[config.mk]
export PLATFORM = sky130hd
export DESIGN_NAME = mem_arbiter_flat
export DESIGN_NICKNAME = d
export VERILOG_FILES = /design/src/rtl/mem_arb_pkg.sv /design/src/rtl/mem_arb_if.sv /design/src/rtl/mem_arb_fsm.sv /design/src/rtl/mem_arbiter.sv /design/src/flat_wrapper.sv
export SDC_FILE = /design/constraint.sdc
export NUM_CORES = 1
export LEC_CHECK = 0
export CAP_MARGIN = 20
export CORE_MARGIN = 8
export CORE_UTILIZATION = 39
export CTS_BUF_LIST = sky130_fd_sc_hd__clkbuf_8
export CTS_CLUSTER_SIZE = 12
export DETAILED_ROUTE_END_ITERATION = 16
export PLACE_DENSITY = 0.79
export REMOVE_ABC_BUFFERS = 1
export SYNTH_ARGS = -nofsm -noshare
export SYNTH_HDL_FRONTEND = slang
export SYNTH_HIERARCHICAL = 1
export SYNTH_SLANG_ARGS = --single-unit
[constraint.sdc]
create_clock -name clk -period 2.3 [get_ports clk]
set_input_delay 0.575 -clock clk [delete_from_list [all_inputs] [get_ports clk]]
set_output_delay 0.575 -clock clk [all_outputs]
set_load 0.005 [all_outputs]
[src/rtl/mem_arb_pkg.sv]
// rtl/mem_arb_pkg.sv - shared types and defaults for the memory arbiter
package mem_arb_pkg;

   localparam int ADDR_W_DEF    = 10;
   localparam int DATA_W_DEF    = 32;
   localparam int MAX_BURST_DEF = 4;

   typedef enum logic [1:0] {
      IDLE    = 2'd0,
      OWN_CPU = 2'd1,
      OWN_DMA = 2'd2
   } arb_state_t;

   typedef enum logic {
      CPU = 1'b0,
      DMA = 1'b1
   } owner_t;

   function automatic owner_t other_side(owner_t o);
      return (o == CPU) ? DMA : CPU;
   endfunction

endpackage

[src/rtl/mem_arb_if.sv]
// rtl/mem_arb_if.sv - requester-side req/gnt beat interface with read return
interface mem_arb_if
   import mem_arb_pkg::*;
#(
   parameter int ADDR_W = ADDR_W_DEF,
   parameter int DATA_W = DATA_W_DEF
);

   logic              req;
   logic              we;
   logic [ADDR_W-1:0] addr;
   logic [DATA_W-1:0] din;
   logic              gnt;
   logic              rvalid;
   logic [DATA_W-1:0] rdata;

   modport master (
      output req, we, addr, din,
      input  gnt, rvalid, rdata
   );

   modport slave (
      input  req, we, addr, din,
      output gnt, rvalid, rdata
   );

endinterface

[src/rtl/mem_arb_fsm.sv]
// rtl/mem_arb_fsm.sv - ownership FSM, beat counter and tie-break (MEM_ARB_RR_EN selects round-robin)
module mem_arb_fsm
   import mem_arb_pkg::*;
#(
   parameter int MAX_BURST = MAX_BURST_DEF
) (
   input  logic clk,
   input  logic rst_n,
   input  logic cpu_req,
   input  logic dma_req,
   output logic cpu_gnt,
   output logic dma_gnt
);

   localparam int CW = $clog2(MAX_BURST + 1);
   localparam logic [CW-1:0] MAX_CNT = CW'(MAX_BURST);

   arb_state_t    state;
   arb_state_t    state_nxt;
   logic [CW-1:0] cnt;
   logic [CW-1:0] cnt_inc;
   logic          beat;
   logic          limit_hit;
   logic          tie_cpu;

   // Counter saturates so a lone owner can keep beating without wrapping.
   assign cnt_inc   = (cnt == MAX_CNT) ? cnt : cnt + CW'(1);
   assign limit_hit = (cnt_inc == MAX_CNT);
   assign beat      = ((state == OWN_CPU) && cpu_req) || ((state == OWN_DMA) && dma_req);

`ifdef MEM_ARB_RR_EN
   owner_t rr_ptr;

   // Pointer flips to the opposite of the owner whose tenure just ended.
   always_ff @(posedge clk or negedge rst_n) begin
      if (!rst_n) begin
         rr_ptr <= CPU;
      end else if ((state != IDLE) && (state_nxt != state)) begin
         rr_ptr <= other_side((state == OWN_CPU) ? CPU : DMA);
      end
   end

   assign tie_cpu = (rr_ptr == CPU);
`else
   assign tie_cpu = 1'b1;
`endif

   // Next ownership: idle ties, voluntary release, and burst-limit handover.
   always_comb begin
      state_nxt = state;
      case (state)
         IDLE: begin
            if (cpu_req && (!dma_req || tie_cpu)) state_nxt = OWN_CPU;
            else if (dma_req)                     state_nxt = OWN_DMA;
         end
         OWN_CPU: begin
            if (cpu_req) begin
               if (limit_hit && dma_req) state_nxt = OWN_DMA;
            end else begin
               state_nxt = dma_req ? OWN_DMA : IDLE;
            end
         end
         OWN_DMA: begin
            if (dma_req) begin
               if (limit_hit && cpu_req) state_nxt = OWN_CPU;
            end else begin
               state_nxt = cpu_req ? OWN_CPU : IDLE;
            end
         end
         default: state_nxt = IDLE;
      endcase
   end

   // State register with grants registered alongside it; counter clears on any change.
   always_ff @(posedge clk or negedge rst_n) begin
      if (!rst_n) begin
         state   <= IDLE;
         cnt     <= '0;
         cpu_gnt <= 1'b0;
         dma_gnt <= 1'b0;
      end else begin
         state   <= state_nxt;
         cpu_gnt <= (state_nxt == OWN_CPU);
         dma_gnt <= (state_nxt == OWN_DMA);
         if (state_nxt != state) cnt <= '0;
         else if (beat)          cnt <= cnt_inc;
      end
   end

endmodule

[src/rtl/mem_arbiter.sv]
// rtl/mem_arbiter.sv - CPU/DMA arbiter for the shared data memory (MEM_ARB_RR_EN enables round-robin ties)
module mem_arbiter
   import mem_arb_pkg::*;
#(
   parameter int ADDR_W    = ADDR_W_DEF,
   parameter int DATA_W    = DATA_W_DEF,
   parameter int MAX_BURST = MAX_BURST_DEF
) (
   input  logic              clk,
   input  logic              rst_n,
   mem_arb_if.slave          cpu,
   mem_arb_if.slave          dma,
   output logic              MEM_WrEn,
   output logic [ADDR_W-1:0] ALU_MEM_Addr,
   output logic [DATA_W-1:0] MEM_DataIn,
   input  logic [DATA_W-1:0] MEM_DataOut
);

   logic              cpu_gnt;
   logic              dma_gnt;
   logic              cpu_beat;
   logic              dma_beat;
   logic              cpu_rv;
   logic              dma_rv;
   logic              rd_pend;
   owner_t            rd_tag;
   logic [DATA_W-1:0] cpu_hold;
   logic [DATA_W-1:0] dma_hold;

   mem_arb_fsm #(.MAX_BURST(MAX_BURST)) u_fsm (
      .clk     (clk),
      .rst_n   (rst_n),
      .cpu_req (cpu.req),
      .dma_req (dma.req),
      .cpu_gnt (cpu_gnt),
      .dma_gnt (dma_gnt)
   );

   assign cpu.gnt  = cpu_gnt;
   assign dma.gnt  = dma_gnt;
   assign cpu_beat = cpu_gnt & cpu.req;
   assign dma_beat = dma_gnt & dma.req;

   // Memory bus follows the owner only while it is actually beating; otherwise all zero.
   always_comb begin
      MEM_WrEn     = 1'b0;
      ALU_MEM_Addr = '0;
      MEM_DataIn   = '0;
      if (cpu_beat) begin
         MEM_WrEn     = cpu.we;
         ALU_MEM_Addr = cpu.addr;
         MEM_DataIn   = cpu.din;
      end else if (dma_beat) begin
         MEM_WrEn     = dma.we;
         ALU_MEM_Addr = dma.addr;
         MEM_DataIn   = dma.din;
      end
   end

   assign cpu_rv = rd_pend && (rd_tag == CPU);
   assign dma_rv = rd_pend && (rd_tag == DMA);

   assign cpu.rvalid = cpu_rv;
   assign dma.rvalid = dma_rv;
   // Memory output is passed straight through in the return cycle and latched so it holds afterwards.
   assign cpu.rdata  = cpu_rv ? MEM_DataOut : cpu_hold;
   assign dma.rdata  = dma_rv ? MEM_DataOut : dma_hold;

   // Tag each read beat with its issuer and capture the returned word for that side.
   always_ff @(posedge clk or negedge rst_n) begin
      if (!rst_n) begin
         rd_pend  <= 1'b0;
         rd_tag   <= CPU;
         cpu_hold <= '0;
         dma_hold <= '0;
      end else begin
         rd_pend <= (cpu_beat && !cpu.we) || (dma_beat && !dma.we);
         if (cpu_beat || dma_beat) rd_tag <= cpu_beat ? CPU : DMA;
         if (cpu_rv) cpu_hold <= MEM_DataOut;
         if (dma_rv) dma_hold <= MEM_DataOut;
      end
   end

endmodule

[src/flat_wrapper.sv]
// flat-port wrapper written by rule: the top's interface ports become plain ports
module mem_arbiter_flat import mem_arb_pkg::*;
#(
   parameter int ADDR_W    = ADDR_W_DEF,
   parameter int DATA_W    = DATA_W_DEF,
   parameter int MAX_BURST = MAX_BURST_DEF
)
  (clk, rst_n, MEM_WrEn, ALU_MEM_Addr, MEM_DataIn, MEM_DataOut, cpu_req, cpu_we, cpu_addr, cpu_din, cpu_gnt, cpu_rvalid, cpu_rdata, dma_req, dma_we, dma_addr, dma_din, dma_gnt, dma_rvalid, dma_rdata);
  mem_arb_if #(.ADDR_W(ADDR_W), .DATA_W(DATA_W)) cpu_i ();
  mem_arb_if #(.ADDR_W(ADDR_W), .DATA_W(DATA_W)) dma_i ();
  input  logic clk;
  input  logic rst_n;
  output logic MEM_WrEn;
  output logic [ADDR_W-1:0] ALU_MEM_Addr;
  output logic [DATA_W-1:0] MEM_DataIn;
  input  logic [DATA_W-1:0] MEM_DataOut;
  input wire logic [$bits(cpu_i.req)-1:0] cpu_req;
  input wire logic [$bits(cpu_i.we)-1:0] cpu_we;
  input wire logic [$bits(cpu_i.addr)-1:0] cpu_addr;
  input wire logic [$bits(cpu_i.din)-1:0] cpu_din;
  output wire logic [$bits(cpu_i.gnt)-1:0] cpu_gnt;
  output wire logic [$bits(cpu_i.rvalid)-1:0] cpu_rvalid;
  output wire logic [$bits(cpu_i.rdata)-1:0] cpu_rdata;
  input wire logic [$bits(dma_i.req)-1:0] dma_req;
  input wire logic [$bits(dma_i.we)-1:0] dma_we;
  input wire logic [$bits(dma_i.addr)-1:0] dma_addr;
  input wire logic [$bits(dma_i.din)-1:0] dma_din;
  output wire logic [$bits(dma_i.gnt)-1:0] dma_gnt;
  output wire logic [$bits(dma_i.rvalid)-1:0] dma_rvalid;
  output wire logic [$bits(dma_i.rdata)-1:0] dma_rdata;
  assign cpu_i.req = cpu_req;
  assign cpu_i.we = cpu_we;
  assign cpu_i.addr = cpu_addr;
  assign cpu_i.din = cpu_din;
  assign cpu_gnt = cpu_i.gnt;
  assign cpu_rvalid = cpu_i.rvalid;
  assign cpu_rdata = cpu_i.rdata;
  assign dma_i.req = dma_req;
  assign dma_i.we = dma_we;
  assign dma_i.addr = dma_addr;
  assign dma_i.din = dma_din;
  assign dma_gnt = dma_i.gnt;
  assign dma_rvalid = dma_i.rvalid;
  assign dma_rdata = dma_i.rdata;
  mem_arbiter #(.ADDR_W(ADDR_W), .DATA_W(DATA_W), .MAX_BURST(MAX_BURST)) u_core (.clk(clk), .rst_n(rst_n), .cpu(cpu_i), .dma(dma_i), .MEM_WrEn(MEM_WrEn), .ALU_MEM_Addr(ALU_MEM_Addr), .MEM_DataIn(MEM_DataIn), .MEM_DataOut(MEM_DataOut));
endmodule
# After elaboration in Yosys (flattened, before gate mapping)
# Index checks and enable logic that the tools add are counted.
# classes
add_sub_neg	1
bitwise_logic	3
muxes	21
eq_ne	7
n_reduce_logical	15
# ops
cell	count
32-bit two-way mux	4
10-bit two-way mux	2
2-bit two-way mux	7
3-bit two-way mux	3
1-bit logical AND	8
3-bit == test (second input constant)	2
2-bit one-hot mux with 3 select lines	1
2-bit by 1-bit == test with 1-bit output (second input constant)	2
2-bit == test (second input constant)	2
1-bit two-way mux	4
3-bit by 1-bit adder with 3-bit output (second input constant)	1
1-bit logical OR	3
1-bit bitwise AND	2
1-bit logical NOT	2
2-bit logical NOT	1
2-bit != test	1
2-bit nonzero test	1
1-bit NOT	1
# word_totals
word_cells	55
out_inout_bits	111
ff_bits	73
input_bits	122

# Depth between registers and ports, before layout
# Gate-level depths: netlist of the first run.
# depth
depth_word	9
depth_mapped	7
mapped_depth_nobuf	7

# Cells and area by module
# The synthesis of the first run kept the hierarchy.
# modules_own_cells
mod	cells_each	area_per_inst_um2	seq_area_each_um2	n_inst
mem_arbiter	301	3434.5	1651.6	1
mem_arb_fsm	44	431.7	175.2	1

# Worst setup path before layout of the first run
# No wires, ideal clock.
# synth_timing
path_kind	input to output
startpoint	in cpu_req
endpoint	out ALU_MEM_Addr[0]
cell_stages	5
required_time_ps	1725
path_buffers	3
slack_ps	470
arrival_ps	1255
cell_sequence	buf_2 > and2_1 > buf_6 > buf_6 > o21ai_1
# synth_between
elab_chain_cells	2
# synth_rtl
item	line_no	text
start, declared	flat_wrapper.sv:17	input wire logic [$bits(cpu_i.req)-1:0] cpu_req;
1-bit bitwise AND	mem_arbiter.sv:41	assign cpu_beat = cpu_gnt & cpu.req;
10-bit two-way mux	mem_arbiter.sv:49	if (cpu_beat) begin
end, declared	flat_wrapper.sv:14	output logic [ADDR_W-1:0] ALU_MEM_Addr;
# Every way passes these cells.

# Worst setup path after layout of the first run
# layout_timing
startpoint	reg u_core.rd_pend
endpoint	out cpu_rdata[15]
# layout_between
elab_chain_cells	2
# layout_rtl
item	line_no	text
start, declared	mem_arbiter.sv:25	logic rd_pend;
start signal, assigned	mem_arbiter.sv:77	rd_pend <= (cpu_beat && !cpu.we) || (dma_beat && !dma.we);
1-bit logical AND	mem_arbiter.sv:60	assign cpu_rv = rd_pend && (rd_tag == CPU);
32-bit two-way mux	--	
end, declared	flat_wrapper.sv:23	output wire logic [$bits(cpu_i.rdata)-1:0] cpu_rdata;
# Every way passes these cells.

==> impl_results.md, run 1 <==
* Share of layout cells above drive strength 1 at between 30% and 40%
* Cell Area, Synth at between 3000 and 4000 um^2
* H-tree depth at 3
* Least-Margin Pin Slew at between 0.7 and 0.8 ns
* DP Cell Count at 695
* CP cell instances: buf_6 -> nand2b_4 -> buf_12 -> buf_8 -> buf_6 -> mux2_4 -> buf_6
* Commonest cells post-synth: nand3_1, dfrtp_1, o21ai_1
* Final core occ at between 70% and 80%
* Largest net degree at the start of global routing at 47
* Synth warn at 6
* Clk Latency, worst-skew pair at 0.35 ns
* Final Hold Viols at 0
* Crit Path Class: register to output pin
* Gate Count Post-Synth at 345
* Yosys cell types at 35
* Peak supply drop at between 0.3 and 0.4 mV
* Cell Rows at 36
* Die ar. at roughly 13,000 um^2
* CP max-delay cell: dfrtp_1
* RSZ-0062 raised after global routing: yes
* Initial core utilization at around two fifths
* Synth Flop Type: dfrtp_1
* Clock root cell: clkbuf_8
* Number of buffers and inverters on the critical path at 5
* Number of global-route vias before repair at approximately 4.2k
* First-pass GRT wire length at roughly 24,000 um
* Slew Limit Fails at 0
* Setup ws final at -0.05394 ns
* Tot Pwr at about 5.5 mW
* Top Ports at ~230
* Avg Vias per Cell at 5.189
* Outcome: finished, violations left
* Worst hold margin at approximately 0.27 ns
* Seq cells post-synth at 73
* Non-Filler Instances at ~750
* Final nets at approximately 730
* GRT Resource Usage Total at 23.73%
* Leak at between 3 and 4 nW
* Clock Skews at just under 0.009 ns
* CP arrival at ~1.8 ns
* Failing checks: setup timing
* WL final at ~17,000 um
* Post-CTS Hold Fix Bufs at 0
* # setup viols final at 7
* Hold Crit Class: primary input to async pin
* RD Place Congestion at ~0.89
* Die Wd at ~120 um
* Clk sink count at 73
* Sequential cell area fraction in the yosys report at around 47%
* Setup TNS at -0.2469 ns
* Critical path's largest stage delay at between 0.4 and 0.5 ns
* Async S/R FF share, synth at 100.0%
* # port buffers at between 200 and 250
* Maximum buffer depth of the clock tree at 2
* ANT nets after route at 0
* DR pass1 iterations at 4
* Number of enable flip-flop cells after synthesis at 0
* Critical path's most frequent cell: buf_6
* Core footprint at 9684 um^2
* Fmax at around 420 MHz
* Critical-path maximum fanout at 6
* Total vias in the final route at between 3k and 4k
* Setup crit end kind: output pin
* Num CTS Buffers at 9
* Power Dens Cells at 777.7 nW/um^2
* Crit path max-delay family: buffers and inverters
* Clk slew on worst S/H paths at ~0.08 ns
* Area contributors post-synth: dfrtp_1, mux2_4, nand3_1
* Avg WL per Cell at approximately 22 um
* Post-Synthesis Mean Instance Area at around 11 um^2
* Required @ worst endpoint at between 1.5 and 2 ns
* Max_cap viols at 0
* Vert. Die Dim at approximately 120 um
* Fin crit period at roughly 2.4 ns
* CTS tree: yes
* P&R area growth vs syn at 82.04%
* Iteration-0 DRC count of the detailed router at 213
* Setup slack at placement at -0.4310 ns
* Area share of the largest cell type after synthesis at about 47%
* DRC at 0
* Placed instance area at ~6300 um^2
* Initial antenna violation count at 6
* Top-count cell post-synth: nand3_1
* Worst slew margin at a little over half
* Largest area contributor in the netlist: dfrtp_1
* Worst setup SP type: register
* Period utilisation layout at 102.3%
* Hpwl dp at 11,120 um
* Cell area after layout at approximately 7000 um^2
* Overflow after GRT at 0
## registers in the layout, summed over array words and instances (netlist names)
signal                cells
u_core/cpu_hold          32
u_core/dma_hold          32
u_core/rd_pend            1
u_core/rd_tag             1
u_core/u_fsm/cnt          3
u_core/u_fsm/cpu_gnt      1
u_core/u_fsm/dma_gnt      1
u_core/u_fsm/state        2
## cells in the final DEF (no fill, tap or decap), drive strengths merged, types with 8 or more instances in the layout
| master | n |
|---|---|
| mux2 | 64 |
| dlygate4sd2 | 44 |
| dfrtp | 73 |
| nand2 | 8 |
| buf | 100 |
| clkdlybuf4s50 | 120 |
| clkdlybuf4s15 | 13 |
| clkbuf | 19 |
| o21ai | 44 |
| nand3 | 86 |
## worst reg2reg max path: stages, from the launching register on
cell	delay, ns
dfrtp_1	0.41
inv_1	0.10
ha_1	0.21
nand2b_1	0.17
mux2i_1	0.17
a31oi_2	0.19
a311oi_2	0.37
a21oi_1	0.12
## logic make-up (layout without fill, tap and decap cells)
kind of cell	after synthesis	count (layout)	share of synthesized area (%)
AND/OR/NAND/NOR	106	106	14.11
XOR/XNOR	1	1	0.2266
adder cells (fa/ha/maj)	2	2	0.6471
buffers and inverters	39	308	7.282
other	0	6	0
multiplexers	68	68	22.49
flip-flops	73	73	47.25
AO/OA/AOI/OAI	56	56	7.994
## per-layer routing
metal  global-route usage (%)  vias to the layer above  routed length [um]  share of wire (%)
met5                        0                        -                   0                  0
met4                    13.92                        0                 716                4.3
met3                    10.37                       38                1803                 11
met2                    39.38                      229                8045                 49
met1                    24.53                     1871                6004                 36
li1                         -                     1769                   -                  -
## what timing repair did
action,in CTS,in global routing
resized for setup,328,37
endpoints found under the setup margin,108,54
pin swaps,1,0
cloned,7,1
buffers inserted,19,11
## path summary, 6_finish.rpt
kind / from / end / slack, ns / cells after the start
setup reg to reg: u_core/u_fsm/cnt[0] / u_core/u_fsm/cnt[2] / 0.43 / 7
hold reg to reg: u_core/dma_hold[14] / u_core/dma_hold[14] / 0.50 / 1
hold / removal: rst_n / u_core/dma_hold[20] / 0.27 / 1
min in group clk: u_core/dma_hold[14] / u_core/dma_hold[14] / 0.50 / 1
max in group asynchronous: rst_n / u_core/u_fsm/cpu_gnt / 1.33 / 2
setup / recovery: u_core/rd_pend / cpu_rdata[15] / -0.05 / 7
## report_power, final
group | internal (mW) | switching (mW) | total, mW
clock | 0.666 | 0.476 | 1.14
combinational | 1.54 | 0.913 | 2.45
sequential | 1.71 | 0.164 | 1.88
total | 3.92 | 1.55 | 5.47
## cell type report
type	count	area [um^2]
clock buffers	11	151.4
multi-input cells	233	1856
flip-flops and latches	73	1828
repair buffers	286	2922
clock inverters	5	77.57
inverters	6	22.52
fillers	683	2646
diodes	6	15.01
well taps	133	166.4
Power figures use the tool's default switching activity.
==> inputs of run 2 (changes only) <==
Settings changed: CORE_UTILIZATION 39 to 42, CTS_BUF_LIST sky130_fd_sc_hd__clkbuf_8 to sky130_fd_sc_hd__clkbuf_4 sky130_fd_sc_hd__clkbuf_8, PLACE_DENSITY 0.79 to 0.85.
Clock period 2.3 ns to 2.93 ns, I/O delays scaled along.
==> run 2 against run 1 <==
Critical path type is now primary input to output pin. Sequential cell count stayed put. The flow now finishes without violations. Via count shrank 5.7%. Critical endpoint is now MEM_DataIn[2]. Sequential share of layout area up 2.3 points. Critical path depth did not move.
==> impl_results.md, run 2 (same netlist as run 1, synthesis figures left out) <==
* Outcome: complete, no violations
* Clock Skews at between 0.006 and 0.007 ns
* Initial antenna violation count at 0
* RSZ-0062 raised after global routing: no
* Maximum buffer depth of the clock tree at 2
* Diodes inserted at 0
* P&R area growth vs syn at 67.02%
* Vert. Die Dim at roughly 110 um
* # setup viols final at 0
* Leak at roughly 2.9 nW
* Setup TNS at 0 ns
* Period utilisation layout at 96.80%
* Power Dens Cells at around 620 nW/um^2
* Die Wd at 111.9 um
* Clk Latency, worst-skew pair at roughly 0.34 ns
* ANT nets after route at 0
* Core footprint at just over 9000 um^2
* GRT Resource Usage Total at around 23%
* CP arrival at between 2 and 2.5 ns
* Critical-path maximum fanout at 15
* Clock root cell: clkbuf_8
* Worst setup SP type: primary input
* Clk sink count at 73
* Fin crit period at about 2.8 ns
* Largest net degree at the start of global routing at 74
* Max_cap viols at 0
* Leading cell type in the layout, fill and taps excluded: clkdlybuf4s50_1
* Slew Limit Fails at 0
* Fmax at about 350 MHz
* Hpwl dp at approximately 11,000 um
* DRC at 0
* Tot Pwr at ~4 mW
* Crit Path Class: primary input to output pin
* Critical path's largest stage delay at about 0.5 ns
* Int Pwr at 2.899 mW
* Worst slew margin at between 70% and 80%
* Iteration-0 DRC count of the detailed router at about 170
* CP max-delay cell: clkdlybuf4s50_1
* Sw Pwr at ~1.1 mW
* Net Sw Frac at between 20% and 30%
* Hold Crit Class: primary input to async pin
* Top Ports at around 230
* Share of layout cells above drive strength 1 at 20.59%
* Sequential Power Share at 36.1%
* Clk slew on worst S/H paths at 0.08 ns
* Top flop regs: u_core/cpu_hold x32, u_core/dma_hold x32, u_core/u_fsm/cnt x3
* Avg Vias per Cell at ~5.3
* CTS tree: yes
* Setup crit end kind: output pin
* Number of global-route vias before repair at 3,960
* # port buffers at between 200 and 250
* Total vias in the final route at about 3.7k
* RD Place Congestion at around 0.87
* Die ar. at ~13,000 um^2
* Overflow after GRT at 0
* Number of buffers and inverters on the critical path at 5
* WL final at ~15,000 um
* CP startpoint: cpu_req
* Comb power frac at 44.3%
* Commonest cells after routing, fill and taps aside: clkdlybuf4s50_1, nand3_1, dfrtp_1
* Final nets at 698
* Num CTS Buffers at 9
* Least-Margin Pin Slew at between 0.4 and 0.5 ns
* Reg2reg start: u_core/u_fsm/cnt[0]
* Final Hold Viols at 0
* Clk network pwr share at around a fifth
* Cell Rows at 35
* Crit path max-delay family: buffers and inverters
* First-pass GRT wire length at about 22,000 um
* CP cell instances: clkdlybuf4s50_1 -> buf_6 -> buf_4 -> bufbuf_16 -> nand3_1 -> o21ai_1 -> clkbuf_2
* H-tree depth at 3
* DR pass1 iterations at 4
* Post-CTS Hold Fix Bufs at 0
* Initial core utilization at 42.65%
* Peak supply drop at between 0.2 and 0.25 mV
* Required @ worst endpoint at about 2.2 ns
* Avg WL per Cell at 21.07 um
-- run 2: changes by cell type in the layout (fill, tap and decap cells not counted), moves of 5 or more --
cell | before | now
buf_8 | 6 | 1
dlymetal6s2s_1 | 1 | 6
buf_16 | 6 | 0
dlygate4sd2_1 | 44 | 24
buf_4 | 22 | 8
buf_6 | 39 | 1
clkbuf_2 | 7 | 14
mux2_2 | 11 | 35
clkdlybuf4s15_1 | 11 | 0
mux2_4 | 53 | 29
buf_2 | 18 | 1
diode_2 | 6 | 0
clkdlybuf4s50_1 | 120 | 187
-- run 2: layout make-up --
type / instances / area, um^2
Inverter: 6 / 22.52
Tap cell: 111 / 138.9
Timing Repair Buffer: 250 / 2504
Clock buffer: 10 / 137.6
Multi-Input combinational cell: 234 / 1772
Clock inverter: 5 / 56.30
Fill cell: 646 / 2608
Sequential cell: 73 / 1827
-- run 2: worst paths after layout --
| kind | endpoint | slack [ns] | depth (start not counted) |
|---|---|---|---|
| max | MEM_DataIn[2] | 0.09 | 7 |
| min | u_core/cpu_hold[14] | 0.41 | 2 |
| max reg2reg | u_core/u_fsm/cnt[2] | 1.05 | 7 |
| min reg2reg | u_core/cpu_hold[11] | 0.50 | 1 |
| max in group asynchronous | u_core/dma_hold[0] | 2.21 | 2 |
| min in group clk | u_core/cpu_hold[11] | 0.50 | 1 |
-- run 2: power groups by stage --
stage	sequential [mW]	clock, mW	combinational, mW
floorplan	1.44	0	0.625
global placement	1.43	0	1.73
detailed placement	1.46	0	1.79
CTS	1.45	0.804	1.80
global route	1.47	0.849	1.89
finish	1.45	0.785	1.77
-- run 2: timing repair --
action                     4_1_cts  5_1_grt
setup endpoints to repair       48       20
gates resized for setup         43       34
buffers inserted                 2        0
gates cloned                     3        0
hold endpoints to repair         0        0
-- run 2: metrics by stage --
step                      area, um^2  hold slack (ns)  instances  setup WS [ns]  utilization, %
after floorplan                 3607           0.4369        312        0.05445               -
after global placement          6243           0.4733        669        -0.1222           68.88
after detailed placement        6243           0.4781        669        -0.1245           68.88
after CTS                       6495           0.4130        689       0.005013           71.65
after global routing            6457           0.4294        689        0.02864           71.24
final                           6457           0.4068        689        0.09383           71.24
-- run 2: worst reg2reg max path: cells and delay by family (launching register included) --
family                   cells  cell delay (ns)
AND/OR/NAND/NOR              1             0.16
buffers and inverters        1             0.09
multiplexers                 1             0.19
AO/OA/AOI/OAI                3             0.68
flip-flops                   1             0.41
adder cells (fa/ha/maj)      1             0.21
-- run 2: metal layers --
layer / wire length (um) / GRT usage [%] / share of wire, %
met1: 5753 / 25.87 / 40
met5: 0 / 0 / 0
met3: 1547 / 9.470 / 11
met4: 347 / 7.374 / 2.4
met2: 6868 / 37.28 / 47
